--- src/rtl/tick_generator_if.sv ---
// Bundles the control inputs and tick/status outputs of tick_generator.
// The master side (system/testbench) drives pause and divisor loads.
// The slave side (tick_generator) drives the ticks, squares and status.
interface tick_generator_if #(
    parameter int GAME_DIV_W = 28
);

    logic                  pause;
    logic                  div_load;
    logic [GAME_DIV_W-1:0] div_value;

    logic                  display_tick;
    logic                  debounce_tick;
    logic                  game_tick;
    logic                  display_clk;
    logic                  debounce_clk;
    logic                  blink;
    logic [GAME_DIV_W-1:0] cur_div;
    logic                  load_err;

    modport master (
        output pause,
        output div_load,
        output div_value,
        input  display_tick,
        input  debounce_tick,
        input  game_tick,
        input  display_clk,
        input  debounce_clk,
        input  blink,
        input  cur_div,
        input  load_err
    );

    modport slave (
        input  pause,
        input  div_load,
        input  div_value,
        output display_tick,
        output debounce_tick,
        output game_tick,
        output display_clk,
        output debounce_clk,
        output blink,
        output cur_div,
        output load_err
    );

endinterface

--- src/rtl/tick_generator.sv ---
// Clock-enable tick generator for the display mux, debouncers and game FSM.
// Display and debounce rates are fixed by parameters. The game rate comes
// from a runtime-loadable divisor, can be paused, and drives a blink output
// that toggles on every game tick. Every output is a flop in the clk domain.
module tick_generator #(
    parameter int DISP_DIV     = 4,
    parameter int DEB_DIV      = 131072,
    parameter int GAME_DIV_W   = 28,
    parameter int GAME_DIV_RST = 50000000
) (
    input  logic            clk,
    input  logic            rst,
    tick_generator_if.slave bus
);

    // Counter widths sized so each channel just holds 0..DIV-1.
    localparam int DISP_W = (DISP_DIV > 1) ? $clog2(DISP_DIV) : 1;
    localparam int DEB_W  = (DEB_DIV > 1) ? $clog2(DEB_DIV) : 1;

    localparam logic [DISP_W-1:0]     DISP_LAST = DISP_W'(DISP_DIV - 1);
    localparam logic [DISP_W-1:0]     DISP_HALF = DISP_W'(DISP_DIV / 2);
    localparam logic [DEB_W-1:0]      DEB_LAST  = DEB_W'(DEB_DIV - 1);
    localparam logic [DEB_W-1:0]      DEB_HALF  = DEB_W'(DEB_DIV / 2);
    localparam logic [GAME_DIV_W-1:0] GAME_RST  = GAME_DIV_W'(GAME_DIV_RST);
    localparam logic [GAME_DIV_W-1:0] GAME_MIN  = GAME_DIV_W'(2);
    localparam logic [GAME_DIV_W-1:0] GAME_ONE  = GAME_DIV_W'(1);

    // A divisor below 2 cannot produce a separate tick cycle, so refuse it.
    if (DISP_DIV < 2) begin : g_bad_disp_div
        $error("tick_generator: DISP_DIV must be at least 2");
    end
    if (DEB_DIV < 2) begin : g_bad_deb_div
        $error("tick_generator: DEB_DIV must be at least 2");
    end
    if (GAME_DIV_W < 2 || GAME_DIV_W > 62) begin : g_bad_game_w
        $error("tick_generator: GAME_DIV_W must be within 2..62");
    end
    if (GAME_DIV_RST < 2 ||
        longint'(GAME_DIV_RST) >= (longint'(1) << GAME_DIV_W)) begin : g_bad_game_rst
        $error("tick_generator: GAME_DIV_RST must be >= 2 and fit in GAME_DIV_W bits");
    end

    logic [DISP_W-1:0]     disp_cnt_q, disp_cnt_d;
    logic                  disp_tick_q, disp_tick_d;
    logic                  disp_clk_q, disp_clk_d;

    logic [DEB_W-1:0]      deb_cnt_q, deb_cnt_d;
    logic                  deb_tick_q, deb_tick_d;
    logic                  deb_clk_q, deb_clk_d;

    logic [GAME_DIV_W-1:0] game_cnt_q, game_cnt_d;
    logic [GAME_DIV_W-1:0] cur_div_q, cur_div_d;
    logic                  game_tick_q, game_tick_d;
    logic                  blink_q, blink_d;
    logic                  load_err_q, load_err_d;

    logic                  game_wrap;
    logic                  load_ok;

    // Display channel: wrap at DISP_DIV-1; tick marks the wrap, square follows next count.
    always_comb begin
        disp_cnt_d  = disp_cnt_q + DISP_W'(1);
        disp_tick_d = 1'b0;
        if (disp_cnt_q == DISP_LAST) begin
            disp_cnt_d  = '0;
            disp_tick_d = 1'b1;
        end
        disp_clk_d = (disp_cnt_d >= DISP_HALF);
    end

    // Debounce channel: same scheme as the display channel with its own period.
    always_comb begin
        deb_cnt_d  = deb_cnt_q + DEB_W'(1);
        deb_tick_d = 1'b0;
        if (deb_cnt_q == DEB_LAST) begin
            deb_cnt_d  = '0;
            deb_tick_d = 1'b1;
        end
        deb_clk_d = (deb_cnt_d >= DEB_HALF);
    end

    assign game_wrap = (game_cnt_q == (cur_div_q - GAME_ONE));
    assign load_ok   = bus.div_load && (bus.div_value >= GAME_MIN);

    // Game channel: a valid load restarts the period and beats a coincident wrap;
    // a rejected load only flags load_err and lets counting carry on; pause freezes.
    always_comb begin
        game_cnt_d  = game_cnt_q;
        cur_div_d   = cur_div_q;
        game_tick_d = 1'b0;
        blink_d     = blink_q;
        load_err_d  = bus.div_load && !load_ok;
        if (load_ok) begin
            cur_div_d  = bus.div_value;
            game_cnt_d = '0;
        end else if (!bus.pause) begin
            if (game_wrap) begin
                game_cnt_d  = '0;
                game_tick_d = 1'b1;
                blink_d     = !blink_q;
            end else begin
                game_cnt_d = game_cnt_q + GAME_ONE;
            end
        end
    end

    // Display and debounce state; reset restarts both periods from zero.
    always_ff @(posedge clk) begin
        if (rst) begin
            disp_cnt_q  <= '0;
            disp_tick_q <= 1'b0;
            disp_clk_q  <= 1'b0;
            deb_cnt_q   <= '0;
            deb_tick_q  <= 1'b0;
            deb_clk_q   <= 1'b0;
        end else begin
            disp_cnt_q  <= disp_cnt_d;
            disp_tick_q <= disp_tick_d;
            disp_clk_q  <= disp_clk_d;
            deb_cnt_q   <= deb_cnt_d;
            deb_tick_q  <= deb_tick_d;
            deb_clk_q   <= deb_clk_d;
        end
    end

    // Game state; reset restores the power-on divisor and clears blink and status.
    always_ff @(posedge clk) begin
        if (rst) begin
            game_cnt_q  <= '0;
            cur_div_q   <= GAME_RST;
            game_tick_q <= 1'b0;
            blink_q     <= 1'b0;
            load_err_q  <= 1'b0;
        end else begin
            game_cnt_q  <= game_cnt_d;
            cur_div_q   <= cur_div_d;
            game_tick_q <= game_tick_d;
            blink_q     <= blink_d;
            load_err_q  <= load_err_d;
        end
    end

    assign bus.display_tick  = disp_tick_q;
    assign bus.debounce_tick = deb_tick_q;
    assign bus.game_tick     = game_tick_q;
    assign bus.display_clk   = disp_clk_q;
    assign bus.debounce_clk  = deb_clk_q;
    assign bus.blink         = blink_q;
    assign bus.cur_div       = cur_div_q;
    assign bus.load_err      = load_err_q;

endmodule

--- src/flat_wrapper.sv ---
// flat-port wrapper written by rule: the top's interface ports become plain ports
module tick_generator_flat 
#(
    parameter int DISP_DIV     = 4,
    parameter int DEB_DIV      = 131072,
    parameter int GAME_DIV_W   = 28,
    parameter int GAME_DIV_RST = 50000000
)
  (clk, rst, bus_pause, bus_div_load, bus_div_value, bus_display_tick, bus_debounce_tick, bus_game_tick, bus_display_clk, bus_debounce_clk, bus_blink, bus_cur_div, bus_load_err);
  tick_generator_if #(.GAME_DIV_W(GAME_DIV_W)) bus_i ();
  input  logic clk;
  input  logic rst;
  input wire logic [$bits(bus_i.pause)-1:0] bus_pause;
  input wire logic [$bits(bus_i.div_load)-1:0] bus_div_load;
  input wire logic [$bits(bus_i.div_value)-1:0] bus_div_value;
  output wire logic [$bits(bus_i.display_tick)-1:0] bus_display_tick;
  output wire logic [$bits(bus_i.debounce_tick)-1:0] bus_debounce_tick;
  output wire logic [$bits(bus_i.game_tick)-1:0] bus_game_tick;
  output wire logic [$bits(bus_i.display_clk)-1:0] bus_display_clk;
  output wire logic [$bits(bus_i.debounce_clk)-1:0] bus_debounce_clk;
  output wire logic [$bits(bus_i.blink)-1:0] bus_blink;
  output wire logic [$bits(bus_i.cur_div)-1:0] bus_cur_div;
  output wire logic [$bits(bus_i.load_err)-1:0] bus_load_err;
  assign bus_i.pause = bus_pause;
  assign bus_i.div_load = bus_div_load;
  assign bus_i.div_value = bus_div_value;
  assign bus_display_tick = bus_i.display_tick;
  assign bus_debounce_tick = bus_i.debounce_tick;
  assign bus_game_tick = bus_i.game_tick;
  assign bus_display_clk = bus_i.display_clk;
  assign bus_debounce_clk = bus_i.debounce_clk;
  assign bus_blink = bus_i.blink;
  assign bus_cur_div = bus_i.cur_div;
  assign bus_load_err = bus_i.load_err;
  tick_generator #(.DISP_DIV(DISP_DIV), .DEB_DIV(DEB_DIV), .GAME_DIV_W(GAME_DIV_W), .GAME_DIV_RST(GAME_DIV_RST)) u_core (.clk(clk), .rst(rst), .bus(bus_i));
endmodule
--- config.mk ---
export PLATFORM = sky130hd
export DESIGN_NAME = tick_generator_flat
export DESIGN_NICKNAME = d
export VERILOG_FILES = /design/src/rtl/tick_generator_if.sv /design/src/rtl/tick_generator.sv /design/src/flat_wrapper.sv
export SDC_FILE = /design/constraint.sdc
export NUM_CORES = 1
export LEC_CHECK = 0
export BUFFER_PORTS_ARGS = -buffer_cell sky130_fd_sc_hd__clkbuf_2
export CORE_AREA = 2 2 111 113
export CTS_CLUSTER_SIZE = 8
export DETAILED_ROUTE_END_ITERATION = 12
export DIE_AREA = 0 0 113 115
export REMOVE_ABC_BUFFERS = 1
export SLEW_MARGIN = 20
export SYNTH_ARGS = -nofsm -noshare
export SYNTH_HDL_FRONTEND = slang
export SYNTH_SLANG_ARGS = --single-unit
--- constraint.sdc ---
create_clock -name clk -period 5.75 [get_ports clk]
set_input_delay 0.2875 -clock clk [delete_from_list [all_inputs] [get_ports clk]]
set_output_delay 0.2875 -clock clk [all_outputs]
set_load 0.1 [all_outputs]
==> out/results.ini, run 1 <==
[final_layout]
syn2layout_area_growth_pct=15.2
post_layout_nonfiller_instances=743
antennaDiodeCount=0
layout.filler_cells=1180
nets=628
final_layout_size_suffix_gt1_frac=0.208
post-route-util=0.455

[detailed_routing]
drt.antenna.violating_nets=0
detail_route.first_pass.iterations=9
vias_per_cell=5.47
initialDrtViolationCount=241
wire_length_per_cell_after_detailed_routing_um=16.2
drc_viols=3
route.vias.total=4066
drt_wl_total_mm=12.1

[sta]
fin_worst_skew_ns=0.00782
grt_setup_unrepaired=no
post-route-period-util=0.598
max_freq_mhz=291
hold_ws_ns=0.179
final_critical_path_setup_slack_ns=2.31
max_slew.worst_pin.slew_ns=0.678
max-slew-margin-rel=0.544
finalSetupViolCount=0
finalWorstPathRequiredPeriod_ns=3.44
report.final.hold_viol_count=0
final_max_slew_viol_count=0

[global_routing]
grt_start_max_net_pins=40
number_of_antenna_violations_at_the_first_check_in_global_routing=0
grt.total_usage=0.197
overflow=0
first_global_vias=3956
wire_length_of_the_first_global_routing_pass_mm=20.3

[synthesis]
top_cells_by_area_synth=sky130_fd_sc_hd__dfxtp_1 34%, sky130_fd_sc_hd__xnor2_1 6.6%, sky130_fd_sc_hd__xor2_1 6.4%
synth_enable_flop_cells=0
netlist.top_cell.by_area=sky130_fd_sc_hd__dfxtp_1
synth_top_area_share=0.343
part_of_the_yosys_area_used_for_sequential_elements=0.343
post-synth-top-count-cell=sky130_fd_sc_hd__dfxtp_1
ys_types=58
async_flop_share=0
postSynthAreaPerCell_um2=8.67
post_synth_instance_area_mm2=0.00466
number_of_flip_flops_and_latches_in_the_synthesized_netlist=80
synthesis.yosys.warnings=0
synth.top_cells.by_count=80 x sky130_fd_sc_hd__dfxtp_1, 62 x sky130_fd_sc_hd__nor2_1, 35 x sky130_fd_sc_hd__xnor2_1
synthCells=538
synth-main-ff-cell=sky130_fd_sc_hd__dfxtp_1

[setup_path]
reg2reg_from=u_core.bus.cur_div[0]
largest_fanout_on_the_critical_path=27
cp.required_ns=5.96
end_kind=flop
arrival_time_of_the_worst_setup_path_ns=3.65
critPathKind=reg2reg
worstSetupStartpointType=flop
critical_path.reg2reg.endpoint=u_core.game_cnt_q[2]
timing.reg2reg.setup_slack_ns=2.31
reg2reg_depth=10

[placed_design]
buffer_ports.inserted=66
dpl_worst_slack_ns=2.33
place.gp.congestion=0.892
hpwl_mm=9.03
dp_cells=727

[power_and_ir_drop]
total_power_mw=1.39
power.leakage_nw=2.12
pwr_density_cell_mw_per_mm2=259
vdd.ir_drop.worst_uv=168

[clock_network]
cts-resized-gates=0
clock_tree.buffer_depth=2
cts_hold_buffers=0
numClockSinks=80
clk_root_buffer_cell=sky130_fd_sc_hd__clkbuf_16
cts_setup_buffers=0
worst_skew_pair.late_latency_ns=0.35
htree_levels=3
cts_inserted_buffers=9
path_clk_slew_ns=0.06
cts_tree=yes

[status]
violated_checks=DRC
outcome=finished with violations

[hold_path]
hold_end=u_core.bus.cur_div[21]
min-delay-start=bus_div_value[21]
timing.hold.worst_path_depth=3
worst_hold_path_type=in2reg

[floorplanning]
die_area_mm2=0.0130
fp-row-count=40
die_height_um=115
core_mm2=0.0118
starting_utilization_of_the_core_area=0.395
die_wd_um=113
io_pins=67

[flow_run]
drv_cap=0

kinds of logic after synthesis:
logic type                 Yosys count  share of synthesized area
and+or+nand+nor                    262                      0.337
muxes                               20                     0.0432
buffers and inverters               47                     0.0443
AOI/OAI and AO/OA                   55                     0.0891
adders and majority gates            5                     0.0134
DFF                                 80                      0.343
xor gates and xnor gates            69                      0.130
flip-flops by register name (all words and copies together) (netlist names):
name,cells
u_core.bus.display_clk,1
u_core.bus.debounce_tick,1
u_core.game_cnt_q,28
u_core.disp_cnt_q,1
u_core.deb_cnt_q,16
u_core.bus.cur_div,28
u_core.bus.blink,1
u_core.bus.load_err,1
u_core.bus.debounce_clk,1
u_core.bus.display_tick,1
u_core.bus.game_tick,1
routing by layer:
layer	vias to the layer above	GRT usage	part of all wire
met1	1889	0.265	0.48
li1	2056	-	-
met2	102	0.309	0.45
met5	-	0	0
met3	19	0.0374	0.048
met4	0	0.0919	0.022
worst max-delay path, stage by stage, from the launching register on:
cell                        delay [ns]
sky130_fd_sc_hd__dfxtp_1          0.37
sky130_fd_sc_hd__inv_1            0.08
sky130_fd_sc_hd__ha_1             0.31
sky130_fd_sc_hd__or3b_1           0.47
sky130_fd_sc_hd__nor3_1           0.56
sky130_fd_sc_hd__nand4b_1         0.20
sky130_fd_sc_hd__xnor2_1          0.25
sky130_fd_sc_hd__o2111ai_1        0.25
sky130_fd_sc_hd__nor4_4           0.29
sky130_fd_sc_hd__buf_4            0.41
sky130_fd_sc_hd__nor3_1           0.10
placed cells by master (no fill, tap or decap), drive strengths merged, types with 8 or more instances in the layout:
master,Yosys,final
dfxtp,80,80
clkbuf,19,76
nor2,62,62
nor3,45,45
xnor2,35,35
xor2,34,34
nand3,30,30
inv,19,21
nand2,19,19
mux2i,19,19
nor4,19,19
nand4,16,16
and3,14,14
a211o,12,12
nor2b,11,11
or4,8,8
report_power, final:
group	leakage, nW	switching [mW]	internal [mW]	total (mW)
Sequential	0.652	0.0351	0.571	0.606
Clock	0.136	0.238	0.308	0.547
Combinational	1.34	0.177	0.0630	0.240
Total	2.12	0.450	0.943	1.39
through the flow:
step	cell area, um^2	setup TNS [ns]
after floorplan	4530	-0.381
after global placement	5080	0
after detailed placement	5080	0
after CTS	5370	0
after global routing	5370	0
final	5370	0
worst max path at each step:
stage                                      from                   end  slack [ns]  depth (start not counted)
after detailed placement  u_core.bus.cur_div[0]  u_core.game_cnt_q[4]        2.33                         10
final                     u_core.bus.cur_div[0]  u_core.game_cnt_q[2]        2.31                         10
after CTS                 u_core.bus.cur_div[0]  u_core.game_cnt_q[2]        2.32                         10
after global placement    u_core.bus.cur_div[0]  u_core.game_cnt_q[3]        2.45                         10
after floorplan                bus_div_value[3]  u_core.game_cnt_q[1]       -0.38                          6
after global routing      u_core.bus.cur_div[0]  u_core.game_cnt_q[2]        1.85                         10
area by class of cell:
cell class	instances	area [um^2]	area share
Tap cell	147	184	0.0342
Multi-Input combinational cell	411	2870	0.534
Clock buffer	10	239	0.0445
Inverter	19	71.3	0.0133
Sequential cell	80	1600	0.298
Clock inverter	6	50.0	0.00931
Timing Repair Buffer	70	360	0.0671
Note: power is estimated with default switching activity, not from simulation.
==> run 2, diff against run 1 <==
- clock period: 5.75 -> 3.5 ns (I/O delays scaled with it)
==> run 2 against run 1 <==
Against the previous run:
- the flow still finishes with violations (DRC)
- sequential share of layout area is 0.46 points lower
- sequential power rose by 64%
- die area unchanged
- flip-flop and latch count did not move
- combinational power increased by 73%
- critical path type unchanged
- critical endpoint is now u_core.bus.blink
- largest power group unchanged
==> out/results.ini, run 2 (same netlist as run 1, synthesis figures left out) <==
[final_layout]
layout_common_cells=80 x sky130_fd_sc_hd__dfxtp_1, 66 x sky130_fd_sc_hd__clkbuf_2, 62 x sky130_fd_sc_hd__nor2_1
final_layout_size_suffix_gt1_frac=0.219  ; +0.0109
antennaDiodeCount=0  ; unchanged
nets=635  ; +1.1%
leading_cell_type_in_the_layout_fill_and_taps_excluded=sky130_fd_sc_hd__dfxtp_1
post-route-util=0.462  ; +0.00720
post_layout_nonfiller_instances=750  ; +0.94%
syn2layout_area_growth_pct=17.0

[clock_network]
cts_tree=yes
numClockSinks=80  ; unchanged
path_clk_slew_ns=0.06  ; about the same
clock_tree.buffer_depth=2  ; unchanged
cts_hold_buffers=0  ; unchanged
cts_setup_buffers=0  ; unchanged
clk_root_buffer_cell=sky130_fd_sc_hd__clkbuf_16
worst_skew_pair.late_latency_ns=0.34  ; about the same
cts_inserted_buffers=9  ; unchanged
htree_levels=3  ; unchanged

[detailed_routing]
initialDrtViolationCount=246  ; +2.1%
vias_per_cell=5.60  ; +2.4%
wire_length_per_cell_after_detailed_routing_um=16.8  ; +3.4%
drt_wl_total_mm=12.6  ; +4.4%
route.vias.total=4201  ; +3.3%
drt.antenna.violating_nets=0  ; unchanged
drc_viols=3  ; unchanged
detail_route.first_pass.iterations=9  ; unchanged

[power_and_ir_drop]
vdd.ir_drop.worst_uv=176  ; +4.9%
power.net_switching_mw=0.762  ; +69%
cellInternalPower_mw=1.61  ; +71%
power.clock.fraction=0.408  ; +0.016
power.sequential.fraction=0.417  ; -0.018
power.switching_fraction=0.321  ; -0.00241
pwr_density_cell_mw_per_mm2=435  ; +68%
power.leakage_nw=2.18  ; +2.4%
comb_pwr_share=0.175  ; +0.003

[global_routing]
first_global_vias=3896  ; -1.5%
overflow=0  ; unchanged
grt.total_usage=0.199  ; +0.00125
wire_length_of_the_first_global_routing_pass_mm=20.4  ; +0.65%
number_of_antenna_violations_at_the_first_check_in_global_routing=0  ; unchanged
grt_start_max_net_pins=38  ; -5.0%

[floorplanning]
io_pins=67  ; unchanged
die_area_mm2=0.0130  ; unchanged
fp-row-count=40  ; unchanged
die_wd_um=113  ; unchanged
die_height_um=115  ; unchanged
starting_utilization_of_the_core_area=0.395  ; unchanged
core_mm2=0.0118  ; unchanged

[setup_path]
worstSetupStartpointType=flop
critPathKind=reg2reg
end_kind=flop
cp.required_ns=3.73  ; -2.23 ns
timing.critical_path.slowest_stage_cell=sky130_fd_sc_hd__and4_1
timing.critical_path.cells=nor3_1 > and4_1 > a31oi_1 > a21o_1 > or4_4 > nor4_1 > mux2_2
reg2reg_from=u_core.bus.cur_div[7]
crit_path_start=u_core.bus.cur_div[7]
largest_fanout_on_the_critical_path=12  ; -56%
arrival_time_of_the_worst_setup_path_ns=3.40  ; -0.25 ns
slowest_delay_ns=0.56  ; about the same

[status]
violated_checks=DRC
outcome=finished with violations

[placed_design]
dpl_worst_slack_ns=0.344  ; -1.99 ns
buffer_ports.inserted=66  ; unchanged
dp_cells=734  ; +0.96%
hpwl_mm=9.69  ; +7.3%
place.gp.congestion=0.909  ; +1.9%

[sta]
final_max_slew_viol_count=0  ; unchanged
fin_worst_skew_ns=0.00658  ; -0.00124 ns
finalWorstPathRequiredPeriod_ns=3.17  ; -0.266 ns
finalSetupViolCount=0  ; unchanged
grt_setup_unrepaired=no
report.final.hold_viol_count=0  ; unchanged
post-route-period-util=0.907  ; +0.309
max_freq_mhz=315  ; +8.4%
final_critical_path_setup_slack_ns=0.326  ; -1.98 ns
max-slew-margin-rel=0.494  ; -0.0501
max_slew.worst_pin.slew_ns=0.753  ; +0.0745 ns

[flow_run]
drv_cap=0  ; unchanged

[hold_path]
min-delay-start=bus_div_value[21]
worst_hold_path_type=in2reg

run 2: what timing repair did:
item                                    in CTS  in global routing
gates resized for setup                      0                  1
hold endpoints to repair                     0                  0
endpoints found under the setup margin       0                  2
run 2: power groups by stage:
stage	Sequential, mW	Clock, mW	Combinational, mW
after global routing	0.995	1.03	0.440
after floorplan	1.16	0	0.147
after CTS	0.989	0.991	0.414
after detailed placement	1.01	0	0.412
final	0.991	0.968	0.415
after global placement	1.01	0	0.411
run 2: cell type report:
class / instances / area, um^2
fill: 1197 / 6350
multi-input combinational: 411 / 2870
sequential: 80 / 1600
timing repair buffer: 77 / 425
clock buffer: 9 / 225
tap: 147 / 184
clock inverter: 7 / 77.6
inverter: 19 / 71.3
run 2: metrics by stage:
stage / cell area, um^2 / total power [mW] / TNS (ns) / hold WS, ns
floorplan: 4530 / 1.31 / -71.80 / 0.246
global placement: 5150 / 1.42 / 0 / 0.411
detailed placement: 5150 / 1.42 / 0 / 0.415
CTS: 5450 / 2.39 / 0 / 0.0562
global route: 5460 / 2.46 / 0 / 0.0822
finish: 5460 / 2.37 / 0 / 0.0630
run 2: final timing paths:
kind	endpoint	slack [ns]	cells after the start
worst max-delay path	u_core.bus.blink	0.33	7
worst min-delay path	u_core.bus.cur_div[21]	0.06	3
worst max register to register	u_core.bus.blink	0.33	7
worst min register to register	u_core.disp_cnt_q[0]	0.42	1
run 2: critical path: cells and delay by family, from the launching register on:
family / cells / cell delay [ns]
AOI/OAI and AO/OA: 2 / 0.37
DFF: 1 / 0.41
muxes: 1 / 0.37
and+or+nand+nor: 4 / 1.92
run 2: metal layers:
layer  routed length (um)  up-vias  share of wire  track usage
li1                     -     2070              -            -
met1                 5980     2005           0.48        0.273
met2                 5840      115           0.46        0.320
met3                  626       11          0.050       0.0364
met4                  133        0          0.011       0.0593
met5                    0        -              0            0
